`config.mk`:
```
export PLATFORM = sky130hd
export DESIGN_NAME = uart_tx_arbiter
export DESIGN_NICKNAME = d
export VERILOG_FILES = /design/src/rtl/uart_arb_pkg.sv /design/src/rtl/rr_arbiter.sv /design/src/rtl/uart_tx_arbiter.sv
export SDC_FILE = /design/constraint.sdc
export NUM_CORES = 1
export LEC_CHECK = 0
export ABC_CLOCK_PERIOD_IN_PS = 5300
export CORE_MARGIN = 8
export CORE_UTILIZATION = 54
export CTS_CLUSTER_SIZE = 24
export DETAILED_ROUTE_END_ITERATION = 16
export PLACE_DENSITY = 0.83
export SETUP_SLACK_MARGIN = 0.02
export SLEW_MARGIN = 30
export SYNTH_ARGS = -nofsm -noshare
export SYNTH_HDL_FRONTEND = slang
export SYNTH_SLANG_ARGS = --single-unit
```
`constraint.sdc`:
```
create_clock -name clk -period 5.3 [get_ports clk]
set_clock_uncertainty 0.1 [all_clocks]
set_input_delay 1.59 -clock clk [delete_from_list [all_inputs] [get_ports clk]]
set_output_delay 1.59 -clock clk [all_outputs]
set_load 0.005 [all_outputs]
```
`src/rtl/uart_arb_pkg.sv`:
```
// Shared definitions for the UART transmit arbiter: FSM state encoding and
// the ASCII control bytes used for message termination and line endings.
package uart_arb_pkg;

    typedef enum logic [2:0] {
        S_IDLE = 3'd0,
        S_LOAD = 3'd1,
        S_WAIT = 3'd2,
        S_SEND = 3'd3,
        S_INCR = 3'd4,
        S_DONE = 3'd5
    } arb_state_e;

    localparam logic [7:0] ASCII_NUL = 8'h00;
    localparam logic [7:0] ASCII_CR  = 8'h0D;
    localparam logic [7:0] ASCII_LF  = 8'h0A;

endpackage

```
`src/rtl/rr_arbiter.sv`:
```
// Combinational round-robin picker: returns a one-hot grant for the first
// set request found scanning upward from ptr_i, wrapping at N_REQ.
module rr_arbiter #(
    parameter int N_REQ = 2,
    parameter int PTR_W = 1
) (
    input  logic [N_REQ-1:0] req_i,
    input  logic [PTR_W-1:0] ptr_i,
    output logic [N_REQ-1:0] gnt_o
);

    logic found;

    // Scan offsets 0..N_REQ-1 from the pointer; the first hit wins.
    always_comb begin
        gnt_o = '0;
        found = 1'b0;
        for (int k = 0; k < N_REQ; k++) begin
            for (int i = 0; i < N_REQ; i++) begin
                if (!found && req_i[i] && (((int'(ptr_i) + k) % N_REQ) == i)) begin
                    gnt_o[i] = 1'b1;
                    found    = 1'b1;
                end
            end
        end
    end

endmodule

```
`src/rtl/uart_tx_arbiter.sv`:
```
// Shares one UART transmitter among N_REQ message sources. Sources are granted
// round-robin and each granted source's NUL-terminated buffer is streamed one
// byte per UART handshake, capped at MAX_LEN bytes.
// Optional feature macro: UART_ARB_CRLF_EN appends CR, LF after every message.
//
// UART handshake: the arbiter holds uart_transmit high with uart_tx_byte
// stable until the core raises uart_is_transmitting (byte accepted), then
// drops uart_transmit and waits for uart_is_transmitting to fall before the
// next byte. If the core never responds within WAIT_TO cycles the message is
// aborted with an err pulse and no done pulse.
module uart_tx_arbiter
    import uart_arb_pkg::*;
#(
    parameter  int N_REQ   = 2,
    parameter  int MAX_LEN = 32,
    parameter  int WAIT_TO = 100000,
    localparam int IDX_W   = $clog2(MAX_LEN + 1)
) (
    input  logic               clk,
    input  logic               reset_n,
    input  logic [N_REQ-1:0]   req,
    input  logic [N_REQ*8-1:0] msg_data,
    output logic [IDX_W-1:0]   rd_idx,
    output logic [N_REQ-1:0]   grant,
    output logic [N_REQ-1:0]   done,
    output logic               err,
    output logic               busy,
    output logic               uart_transmit,
    output logic [7:0]         uart_tx_byte,
    input  logic               uart_is_transmitting,
    output logic [2:0]         dbg_state
);

    localparam int PTR_W = (N_REQ > 1) ? $clog2(N_REQ) : 1;
    localparam int CNT_W = $clog2(WAIT_TO + 1);
    localparam logic [IDX_W-1:0] IDX_MAX   = IDX_W'(MAX_LEN);
    localparam logic [CNT_W-1:0] WAIT_LAST = CNT_W'(WAIT_TO - 1);
    localparam logic [PTR_W-1:0] OWN_LAST  = PTR_W'(N_REQ - 1);

    arb_state_e         state_q, state_d;
    logic [N_REQ-1:0]   grant_q, grant_d;
    logic [PTR_W-1:0]   owner_q, owner_d;
    logic [PTR_W-1:0]   ptr_q, ptr_d;
    logic [IDX_W-1:0]   rd_idx_q, rd_idx_d;
    logic [7:0]         tx_byte_q, tx_byte_d;
    logic [CNT_W-1:0]   wait_cnt_q, wait_cnt_d;
    logic               abort_q, abort_d;
    logic [N_REQ-1:0]   done_q, done_d;
    logic               err_q, err_d;
`ifdef UART_ARB_CRLF_EN
    logic [1:0]         sfx_q, sfx_d;
`endif

    logic [N_REQ-1:0]   arb_gnt;
    logic [PTR_W-1:0]   arb_idx;
    logic [7:0]         cur_byte;
    logic               end_msg;

    rr_arbiter #(
        .N_REQ (N_REQ),
        .PTR_W (PTR_W)
    ) u_rr (
        .req_i (req),
        .ptr_i (ptr_q),
        .gnt_o (arb_gnt)
    );

    // Encode the arbiter's one-hot pick and select the owner's current byte.
    always_comb begin
        arb_idx  = '0;
        cur_byte = ASCII_NUL;
        for (int i = 0; i < N_REQ; i++) begin
            if (arb_gnt[i]) arb_idx = PTR_W'(i);
            if (owner_q == PTR_W'(i)) cur_byte = msg_data[i*8 +: 8];
        end
        end_msg = (cur_byte == ASCII_NUL) || (rd_idx_q == IDX_MAX);
    end

    // Next-state and datapath updates for the message streaming FSM.
    always_comb begin
        state_d    = state_q;
        grant_d    = grant_q;
        owner_d    = owner_q;
        ptr_d      = ptr_q;
        rd_idx_d   = rd_idx_q;
        tx_byte_d  = tx_byte_q;
        wait_cnt_d = '0;
        abort_d    = abort_q;
        done_d     = '0;
        err_d      = 1'b0;
`ifdef UART_ARB_CRLF_EN
        sfx_d      = sfx_q;
`endif
        case (state_q)
            S_IDLE: begin
                if (|req) begin
                    grant_d  = arb_gnt;
                    owner_d  = arb_idx;
                    rd_idx_d = '0;
                    abort_d  = 1'b0;
`ifdef UART_ARB_CRLF_EN
                    sfx_d    = 2'd0;
`endif
                    state_d  = S_LOAD;
                end
            end
            S_LOAD: begin
`ifdef UART_ARB_CRLF_EN
                if (sfx_q == 2'd0 && !end_msg) begin
                    tx_byte_d = cur_byte;
                    state_d   = S_WAIT;
                end else if (sfx_q == 2'd0) begin
                    tx_byte_d = ASCII_CR;
                    sfx_d     = 2'd1;
                    state_d   = S_WAIT;
                end else if (sfx_q == 2'd1) begin
                    tx_byte_d = ASCII_LF;
                    sfx_d     = 2'd2;
                    state_d   = S_WAIT;
                end else begin
                    state_d   = S_DONE;
                end
`else
                tx_byte_d = cur_byte;
                state_d   = end_msg ? S_DONE : S_WAIT;
`endif
            end
            S_WAIT: begin
                if (uart_is_transmitting) begin
                    state_d = S_SEND;
                end else if (wait_cnt_q == WAIT_LAST) begin
                    abort_d = 1'b1;
                    state_d = S_DONE;
                end else begin
                    wait_cnt_d = wait_cnt_q + 1'b1;
                end
            end
            S_SEND: begin
                if (!uart_is_transmitting) state_d = S_INCR;
            end
            S_INCR: begin
`ifdef UART_ARB_CRLF_EN
                if (sfx_q == 2'd0 && rd_idx_q != IDX_MAX) rd_idx_d = rd_idx_q + 1'b1;
`else
                if (rd_idx_q != IDX_MAX) rd_idx_d = rd_idx_q + 1'b1;
`endif
                state_d = S_LOAD;
            end
            S_DONE: begin
                done_d  = abort_q ? '0 : grant_q;
                err_d   = abort_q;
                ptr_d   = (owner_q == OWN_LAST) ? '0 : owner_q + 1'b1;
                grant_d = '0;
                state_d = S_IDLE;
            end
            default: begin
                grant_d = '0;
                state_d = S_IDLE;
            end
        endcase
    end

    // State and datapath registers with synchronous active-low reset.
    always_ff @(posedge clk) begin
        if (!reset_n) begin
            state_q    <= S_IDLE;
            grant_q    <= '0;
            owner_q    <= '0;
            ptr_q      <= '0;
            rd_idx_q   <= '0;
            tx_byte_q  <= ASCII_NUL;
            wait_cnt_q <= '0;
            abort_q    <= 1'b0;
            done_q     <= '0;
            err_q      <= 1'b0;
`ifdef UART_ARB_CRLF_EN
            sfx_q      <= 2'd0;
`endif
        end else begin
            state_q    <= state_d;
            grant_q    <= grant_d;
            owner_q    <= owner_d;
            ptr_q      <= ptr_d;
            rd_idx_q   <= rd_idx_d;
            tx_byte_q  <= tx_byte_d;
            wait_cnt_q <= wait_cnt_d;
            abort_q    <= abort_d;
            done_q     <= done_d;
            err_q      <= err_d;
`ifdef UART_ARB_CRLF_EN
            sfx_q      <= sfx_d;
`endif
        end
    end

    assign rd_idx        = rd_idx_q;
    assign grant         = grant_q;
    assign done          = done_q;
    assign err           = err_q;
    assign busy          = (state_q != S_IDLE);
    assign uart_transmit = (state_q == S_WAIT);
    assign uart_tx_byte  = tx_byte_q;
    assign dbg_state     = state_q;

endmodule

```
==> results of run 1 <==
[per-stage QoR]
stage               util [%]  total power (W)
floorplan                  -        0.0004453
global route           71.42        0.0008127
global placement       68.22        0.0005241
detailed placement     68.22        0.0005266
finish                 71.42        0.0007706
CTS                    71.25        0.0007782
[synthesized netlist by cell type, types with 2 or more instances]
library cell,n
a21boi_0,2
a21oi_1,9
and2_1,6
and3_1,5
and4_1,3
clkbuf_1,9
dfxtp_1,42
ha_1,3
inv_1,7
mux2i_1,8
nand2_1,20
nand2b_1,2
nand3_1,7
nand4_1,8
nor2_1,29
nor2b_1,5
nor3_1,7
nor4_1,3
o211a_1,9
o21a_1,2
o21ai_0,11
o41ai_1,2
or3_1,6
xnor2_1,8
xor2_1,6
[routing by layer]
metal	vias up	share of wire [%]	track usage, %	wire length [um]
li1	911	-	-	-
met1	823	44	18.17	2028
met2	53	47	26.45	2182
met3	15	5.5	5.478	252
met4	0	3.1	8.113	141
met5	-	0	0	0
[worst paths after layout]
| check | slack [ps] | startpoint | cells after the start | endpoint |
|---|---|---|---|---|
| max reg2reg | 3290 | dbg_state[2]$_SDFFE_PN0P_ | 5 | rd_idx[3]$_SDFFE_PN0P_ |
| max | 1770 | dbg_state[2]$_SDFFE_PN0P_ | 2 | busy |
| min reg2reg | 340 | wait_cnt_q[0]$_SDFF_PP0_ | 1 | wait_cnt_q[0]$_SDFF_PP0_ |
| min | 340 | wait_cnt_q[0]$_SDFF_PP0_ | 1 | wait_cnt_q[0]$_SDFF_PP0_ |
[final cells by class]
cell class | count | area, um2 | area share [%]
timing repair buffer | 44 | 440.4 | 16.97
multi-input combinational | 174 | 1117 | 43.06
clock inverter | 2 | 37.54 | 1.446
clock buffer | 6 | 72.57 | 2.797
tap | 48 | 60.06 | 2.314
sequential | 42 | 840.8 | 32.40
inverter | 7 | 26.28 | 1.013
[power groups by stage]
| stage | clock (W) | combinational (W) | sequential [W] |
|---|---|---|---|
| 2_1_floorplan | 0 | 0.0000870 | 0.000358 |
| 3_3_place_gp | 0 | 0.000154 | 0.000370 |
| 3_5_place_dp | 0 | 0.000155 | 0.000372 |
| 4_1_cts | 0.000258 | 0.000156 | 0.000364 |
| 5_1_grt | 0.000270 | 0.000174 | 0.000369 |
| 6_report | 0.000249 | 0.000157 | 0.000365 |
[cell usage in the layout, fill, tap and decap left out, types with 2 or more instances in the layout]
cell type,n
xor2_1,6
and3_1,5
nand3_1,7
nand4_1,8
o41ai_1,2
o21ai_0,11
nand2b_1,2
o211a_1,9
clkbuf_8,5
nor2_1,29
nand2_1,20
nor2b_1,5
nor4_1,3
a21boi_0,2
or3_1,6
mux2i_1,8
nor3_1,7
xnor2_1,8
clkdlybuf4s50_1,44
inv_1,7
dfxtp_1,42
o21a_1,2
and2_1,6
a21oi_1,9
ha_1,3
and4_1,3
[cell families after synthesis]
group,synth area share [%]
and+or+nand+nor,29.19
DFF,41.56
AOI/OAI and AO/OA,13.85
buffers and inverters,3.525
xor gates and xnor gates,6.061
muxes,3.958
adders and majority gates,1.855
[registers in the layout, summed over array words and instances, names as in the netlist]
signal	count
abort_q	1
dbg_state	3
done	2
err	1
grant	2
owner_q	1
ptr_q	1
rd_idx	6
uart_tx_byte	8
wait_cnt_q	17
[worst max-delay path: stages, from the launching register on]
cell and delay, ps:
dfxtp_1 740, or3_1 270, clkdlybuf4s50_1 530
==> metrics.yaml, run 1 <==
crit_type: "reg2out"
vdd_drop_max_v: 0.0002591
cts_resized: 0
grt_pass1_vias: 1720
p_leak_nw: 0.9737
crit_fanout: 19
slew_headroom_pct: 52.22
fin_crit_ps: 3534
routed_wl_um: 4605
synth.area.top_cells: "dfxtp_1, nor2_1, o211a_1"
drtPass1Iterations: 4
worst_pin_slew_ps: 714.5
swShare_pct: 26.54
seqPwrFrac_pct: 47.4
ys_seq_area_share_pct: 41.56
avgSynthCellArea_um2: 8.683
wl_per_cell_um: 14.26
syn_area_um2: 2023
worstSetupEndpointType: "output pin"
clkLatencyLatePin_ps: 300
cts_hold_buffers: 0
num_vias: 1802
viasPerCell: 5.579
setup_ws_ps: 1766
hold_ws_ps: 337.4
ant_nets: 0
final_max_slew_viol_count: 0
maxCapViolCount: 0
cp.arrival_ps: 1840
io_buffer_count: 44
grt_max_degree: 23
clock.fmax_mhz: 283.0
synth_area_leader_cell: "dfxtp_1"
syn_nets: 257
rsz0062_at_grt: "no"
clk_pin_slew_worst_paths_ps: 80
pre_cts_ws_ps: 1839
p_switching_w: 0.0002045
drtIter0Drc: 151
layout.cells.non_filler: 323
clkPwrFrac_pct: 32.3
dieArea_um2: 5961
gp_congestion: 0.8329
ys_types: 39
hold_path_class: "reg2reg"
synth_edf_count: 0
io_pins: 45
cts_setup_buffers: 0
fin_area_um2: 2595
route.detailed.drc: 0
grt_pass1_wl_um: 7893
hold_violations: 0
core_area_um2: 3633
grt_usage_pct: 16.15
combPwrFrac_pct: 20.3
cts_num_sinks: 42
antenna_found_initial: 0
numCtsBuffers: 5
cts_buffer_depth: 2
synth_cells: 233
row_count: 22
startpoint_type: "flop"
setup-tns-final_ps: 0
tritoncts: "yes"
power_density_nw_per_um2: 297.0
synth_flop_cell: "dfxtp_1"
postPlaceCellArea_um2: 2479
worstPathRequired_ps: 3610
yosysTopAreaCellShare_pct: 41.56
diodes: 0
setup_violations: 0
cts_root_buf: "clkbuf_8"
initial_utilization_pct: 55.68
dpl.cell_count: 315
h-tree-depth: 2
async_reset_ff_share_pct: 0
ys.warnings.count: 0
intPower_w: 0.0005660
fill_cells: 287
layout.nets: 298
drive_above_1_share_pct: 4.364
fp.dieH_um: 77.21
finalCritPeriodShare_pct: 66.68
area_growth_pct: 28.26
post-dp-hpwl_um: 3346
ys_ff_latch: 42
die_w_um: 77.21
grt_overflow: 0
outcome: "finished, final reports clean"
(Power assumes the default switching activity.)
==> inputs of run 2 (changes only) <==
Settings changed: ABC_CLOCK_PERIOD_IN_PS 5300 to 2950, CORE_UTILIZATION 54 to 45, PLACE_DENSITY 0.83 to 0.73.
Clock period 5.3 ns to 2.95 ns, I/O delays scaled along.
==> run 2 against run 1 <==
Total power increased by 73%. Flip-flop and latch count is the same. Critical path depth stayed put. Clock power grew 55%. Final cell count grew 2.8%. Global-route usage down 2.7 points. Sequential power up 76%. Routed wire length increased by 1.3%. Via count up 1.6%. Largest cell class unchanged.
==> metrics.yaml, run 2 (synthesis results as in run 1) <==
outcome: "finished, final reports clean"
io_pins: 45
power_density_nw_per_um2: 509.7
grt_max_degree: 18
seqPwrFrac_pct: 48.1
grt_overflow: 0
gp_congestion: 0.8071
dieArea_um2: 6897
worstSetupEndpointType: "output pin"
cp.arrival_ps: 1670
pre_cts_ws_ps: 213.0
routed_wl_um: 4666
dpl.cell_count: 324
setup_violations: 0
grt_pass1_wl_um: 8079
intPower_w: 0.0009609
wl_per_cell_um: 14.05
viasPerCell: 5.515
area_growth_pct: 29.31
cts_num_sinks: 42
finalCritPeriodShare_pct: 89.96
fp.dieH_um: 83.05
row_count: 24
hold_ws_ps: 352.9
vdd_drop_max_v: 0.0003984
clock.fmax_mhz: 376.8
fin_area_um2: 2616
rrSetupSlack_ps: 980
wl_met2_um: 2078
numCtsBuffers: 5
antenna_found_initial: 0
p_leak_nw: 0.9948
hold_violations: 0
final_common_cell: "clkdlybuf4s50_1"
setup-tns-final_ps: 0
rsz0062_at_grt: "no"
grt_pass1_vias: 1713
fin_crit_ps: 2654
worst_pin_slew_ps: 644.5
route.detailed.drc: 0
cts_buffer_depth: 2
cts_resized: 0
diodes: 0
tritoncts: "yes"
worstPathRequired_ps: 1970
route.met3.wl_um: 230
maxCapViolCount: 0
layout.cells.non_filler: 332
clkLatencyLatePin_ps: 290
layout.nets: 303
num_vias: 1831
crit_fanout: 10
post-dp-hpwl_um: 3407
h-tree-depth: 2
crit_type: "reg2out"
final_cell_mix: "clkdlybuf4s50_1, dfxtp_1, nor2_1, nand2_1, o21ai_0"
combPwrFrac_pct: 22.9
core_area_um2: 4354
cts_root_buf: "clkbuf_8"
largest_register_ffs: 17
clkPwrFrac_pct: 29.0
cts_setup_buffers: 0
setup_ws_ps: 296.3
slew_headroom_pct: 56.87
fill_cells: 370
clk_pin_slew_worst_paths_ps: 80
io_buffer_count: 44
ant_nets: 0
swShare_pct: 27.94
drive_above_1_share_pct: 6.429
regMostFlops: "wait_cnt_q"
hold_path_class: "reg2reg"
routed.top_layer: "met4"
p_switching_w: 0.0003725
initial_utilization_pct: 46.47
postPlaceCellArea_um2: 2521
cts_hold_buffers: 0
drtPass1Iterations: 4
wl_met1_um: 2322
grt_usage_pct: 13.44
startpoint_type: "flop"
die_w_um: 83.05
drtIter0Drc: 92
final_max_slew_viol_count: 0
run 2: changes by cell type in the layout (fill, tap and decap cells not counted):
| cell | change |
|---|---|
| nor3b_2 | +1 |
| buf_4 | +5 |
| clkbuf_8 | +1 |
| nor3b_4 | -1 |
| clkinv_2 | +1 |
| bufinv_16 | -1 |
| clkbuf_1 | -1 |
run 2: power groups by stage:
stage / logic (W) / clock network [W] / registers [W]
5_1_grt: 0.000336 / 0.000422 / 0.000647
3_3_place_gp: 0.000303 / 0 / 0.000652
2_1_floorplan: 0.000156 / 0 / 0.000644
4_1_cts: 0.000309 / 0.000399 / 0.000640
6_report: 0.000305 / 0.000387 / 0.000641
3_5_place_dp: 0.000307 / 0 / 0.000653
run 2: layout make-up:
type | instances | area [um2] | share of cell area [%]
Clock buffer | 6 | 82.58 | 3.156
Tap cell | 52 | 65.06 | 2.487
Sequential cell | 42 | 840.8 | 32.14
Inverter | 7 | 26.28 | 1.004
Clock inverter | 2 | 12.51 | 0.4782
Multi-Input combinational cell | 174 | 1111 | 42.47
Timing Repair Buffer | 49 | 478.0 | 18.27
run 2: worst paths after layout:
path,from,endpoint,depth (start not counted)
hold / removal,wait_cnt_q[0]$_SDFF_PP0_,wait_cnt_q[0]$_SDFF_PP0_,1
setup reg to reg,wait_cnt_q[8]$_SDFF_PP0_,wait_cnt_q[16]$_SDFF_PP0_,4
setup / recovery,dbg_state[1]$_SDFFE_PN0P_,busy,2
hold reg to reg,wait_cnt_q[0]$_SDFF_PP0_,wait_cnt_q[0]$_SDFF_PP0_,1
run 2: per-stage QoR:
stage	total power, W	utilization, %
floorplan	0.0008000	-
global placement	0.0009556	57.90
detailed placement	0.0009599	57.90
CTS	0.001348	60.09
global route	0.001405	60.09
finish	0.001333	60.09
run 2: metal layers:
metal,vias to the layer above,track usage [%]
met4,0,3.355
met3,4,4.199
met1,862,17.61
met2,49,20.72
li1,916,-
met5,-,0
run 2: worst max-delay path, cell delays in order (launching register included):
cell and delay (ps):
dfxtp_1 420, or3_1 480, clkdlybuf4s50_1 490
==> inputs of run 3 (changes only) <==
Settings changed: CELL_PAD_IN_SITES_DETAIL_PLACEMENT set to 1, CELL_PAD_IN_SITES_GLOBAL_PLACEMENT set to 1, CORE_MARGIN 8 to 2, CORE_UTILIZATION 45 to 33, PLACE_DENSITY 0.73 to 0.72.
==> run 3 against run 2 <==
Register-to-register slack is essentially flat. Critical endpoint unchanged. Largest cell class unchanged. Sequential power barely moved. Largest power group unchanged. First-iteration DRC count down 47%. Die area down 1.8%.
==> metrics.yaml, run 3 (synthesis results as in run 1) <==
outcome: "finished, final reports clean"
cts_hold_buffers: 0
cts_resized: 0
gp_congestion: 0.7143
wl_per_cell_um: 13.79
layout.nets: 303
clkLatencyLatePin_ps: 300
finalCritPeriodShare_pct: 90.32
layout.cells.non_filler: 355
viasPerCell: 5.076
fin_util_pct: 44.99
grt_max_degree: 19
worst_pin_slew_ps: 678.7
startpoint: "dbg_state[1]$_SDFFE_PN0P_"
vdd_drop_max_v: 0.0002085
post-dp-hpwl_um: 3659
numCtsBuffers: 5
grt_usage_pct: 15.70
tritoncts: "yes"
routed_wl_um: 4896
ant_nets: 0
io_pins: 45
critPathTopFamily: "simple AND/OR/NAND/NOR gates"
clkPwrFrac_pct: 33.0
fill_cells: 696
drive_above_1_share_pct: 6.429
critical_path_buf_inv_count: 1
seqPwrFrac_pct: 45.5
dieArea_um2: 6773
fp.dieH_um: 82.30
fin_crit_ps: 2664
setup_violations: 0
slew_headroom_pct: 54.58
p_switching_w: 0.0003882
cts_num_sinks: 42
core_area_um2: 5921
hold_path_class: "reg2reg"
cp.arrival_ps: 1680
area_growth_pct: 31.66
num_vias: 1802
startpoint_type: "flop"
route.detailed.drc: 0
crit_fanout: 10
drtPass1Iterations: 4
io_buffer_count: 44
combPwrFrac_pct: 21.5
clock.fmax_mhz: 375.3
antenna_found_initial: 0
worstPathRequired_ps: 1970
r2r_start: "wait_cnt_q[8]$_SDFF_PP0_"
crit_type: "reg2out"
grt_pass1_vias: 1746
row_count: 28
cpMaxStageDelayCell: "or3_1"
hold_ws_ps: 348.2
power_density_nw_per_um2: 530.2
cpPeakStageDelay_ps: 490
final_max_slew_viol_count: 0
initial_utilization_pct: 34.17
die_w_um: 82.30
cts_buffer_depth: 2
h-tree-depth: 2
p_leak_nw: 0.9979
clk_pin_slew_worst_paths_ps: 90
setup-tns-final_ps: 0
maxCapViolCount: 0
intPower_w: 0.001024
regMostFlops: "wait_cnt_q"
worstHoldStart: "wait_cnt_q[0]$_SDFF_PP0_"
dpl.cell_count: 347
cts_setup_buffers: 0
final_cell_mix: "clkdlybuf4s50_1, dfxtp_1, nor2_1, nand2_1, o21ai_0"
path_cells: "or3_1 > clkdlybuf4s50_1"
drtIter0Drc: 49
grt_pass1_wl_um: 8211
swShare_pct: 27.49
rsz0062_at_grt: "no"
diodes: 0
cts_root_buf: "clkbuf_8"
hold_violations: 0
grt_overflow: 0
final_common_cell: "clkdlybuf4s50_1"
largest_register_ffs: 17
worstSetupEndpointType: "output pin"
[run 3: changes by cell type in the layout (fill, tap and decap cells not counted), sizes merged]
cell	change
clkbuf	-1
bufinv	+1
clkinv	-1
clkinvlp	+1
[run 3: final cells by class]
class                   instances  area (um2)  area share [%]
multi-input cells             174        1111           41.71
well taps                      75       93.84           3.523
repair buffers                 49       478.0           17.94
clock inverters                 3       45.04           1.691
inverters                       7       26.28          0.9864
clock buffers                   5       68.82           2.583
flip-flops and latches         42       840.8           31.56
[run 3: per-layer routing]
metal | up-vias | wire length [um] | track usage [%]
met5 | - | 0 | 0
met3 | 8 | 144 | 2.717
met1 | 848 | 2462 | 21.34
met2 | 27 | 2206 | 24.52
met4 | 0 | 83 | 6.500
li1 | 919 | - | -
[run 3: per-stage QoR]
stage / area, um2 / worst slack [ps] / power (W)
floorplan: 2023 / 735.0 / 0.0008000
global placement: 2550 / 232.4 / 0.0009607
detailed placement: 2550 / 194.4 / 0.0009646
CTS: 2664 / 250.7 / 0.001439
global route: 2664 / 155.5 / 0.001492
finish: 2664 / 285.5 / 0.001412
[run 3: power by group through the flow]
stage | Clock [W] | Sequential [W] | Combinational [W]
floorplan | 0 | 0.000644 | 0.000156
global placement | 0 | 0.000656 | 0.000305
detailed placement | 0 | 0.000657 | 0.000308
CTS | 0.000486 | 0.000644 | 0.000309
global route | 0.000504 | 0.000649 | 0.000338
finish | 0.000466 | 0.000643 | 0.000304
[run 3: worst reg2reg max path, stage by stage (launching register included)]
cell      delay, ps
dfxtp_1         360
or4_4           560
nor4_4          320
nand3b_2        400
nor2_1          100
[run 3: worst paths after layout]
path | cells after the start | endpoint | slack [ps]
setup / recovery | 2 | busy | 290
hold / removal | 1 | wait_cnt_q[0]$_SDFF_PP0_ | 350
setup reg to reg | 4 | wait_cnt_q[2]$_SDFF_PP0_ | 990
hold reg to reg | 1 | wait_cnt_q[0]$_SDFF_PP0_ | 350
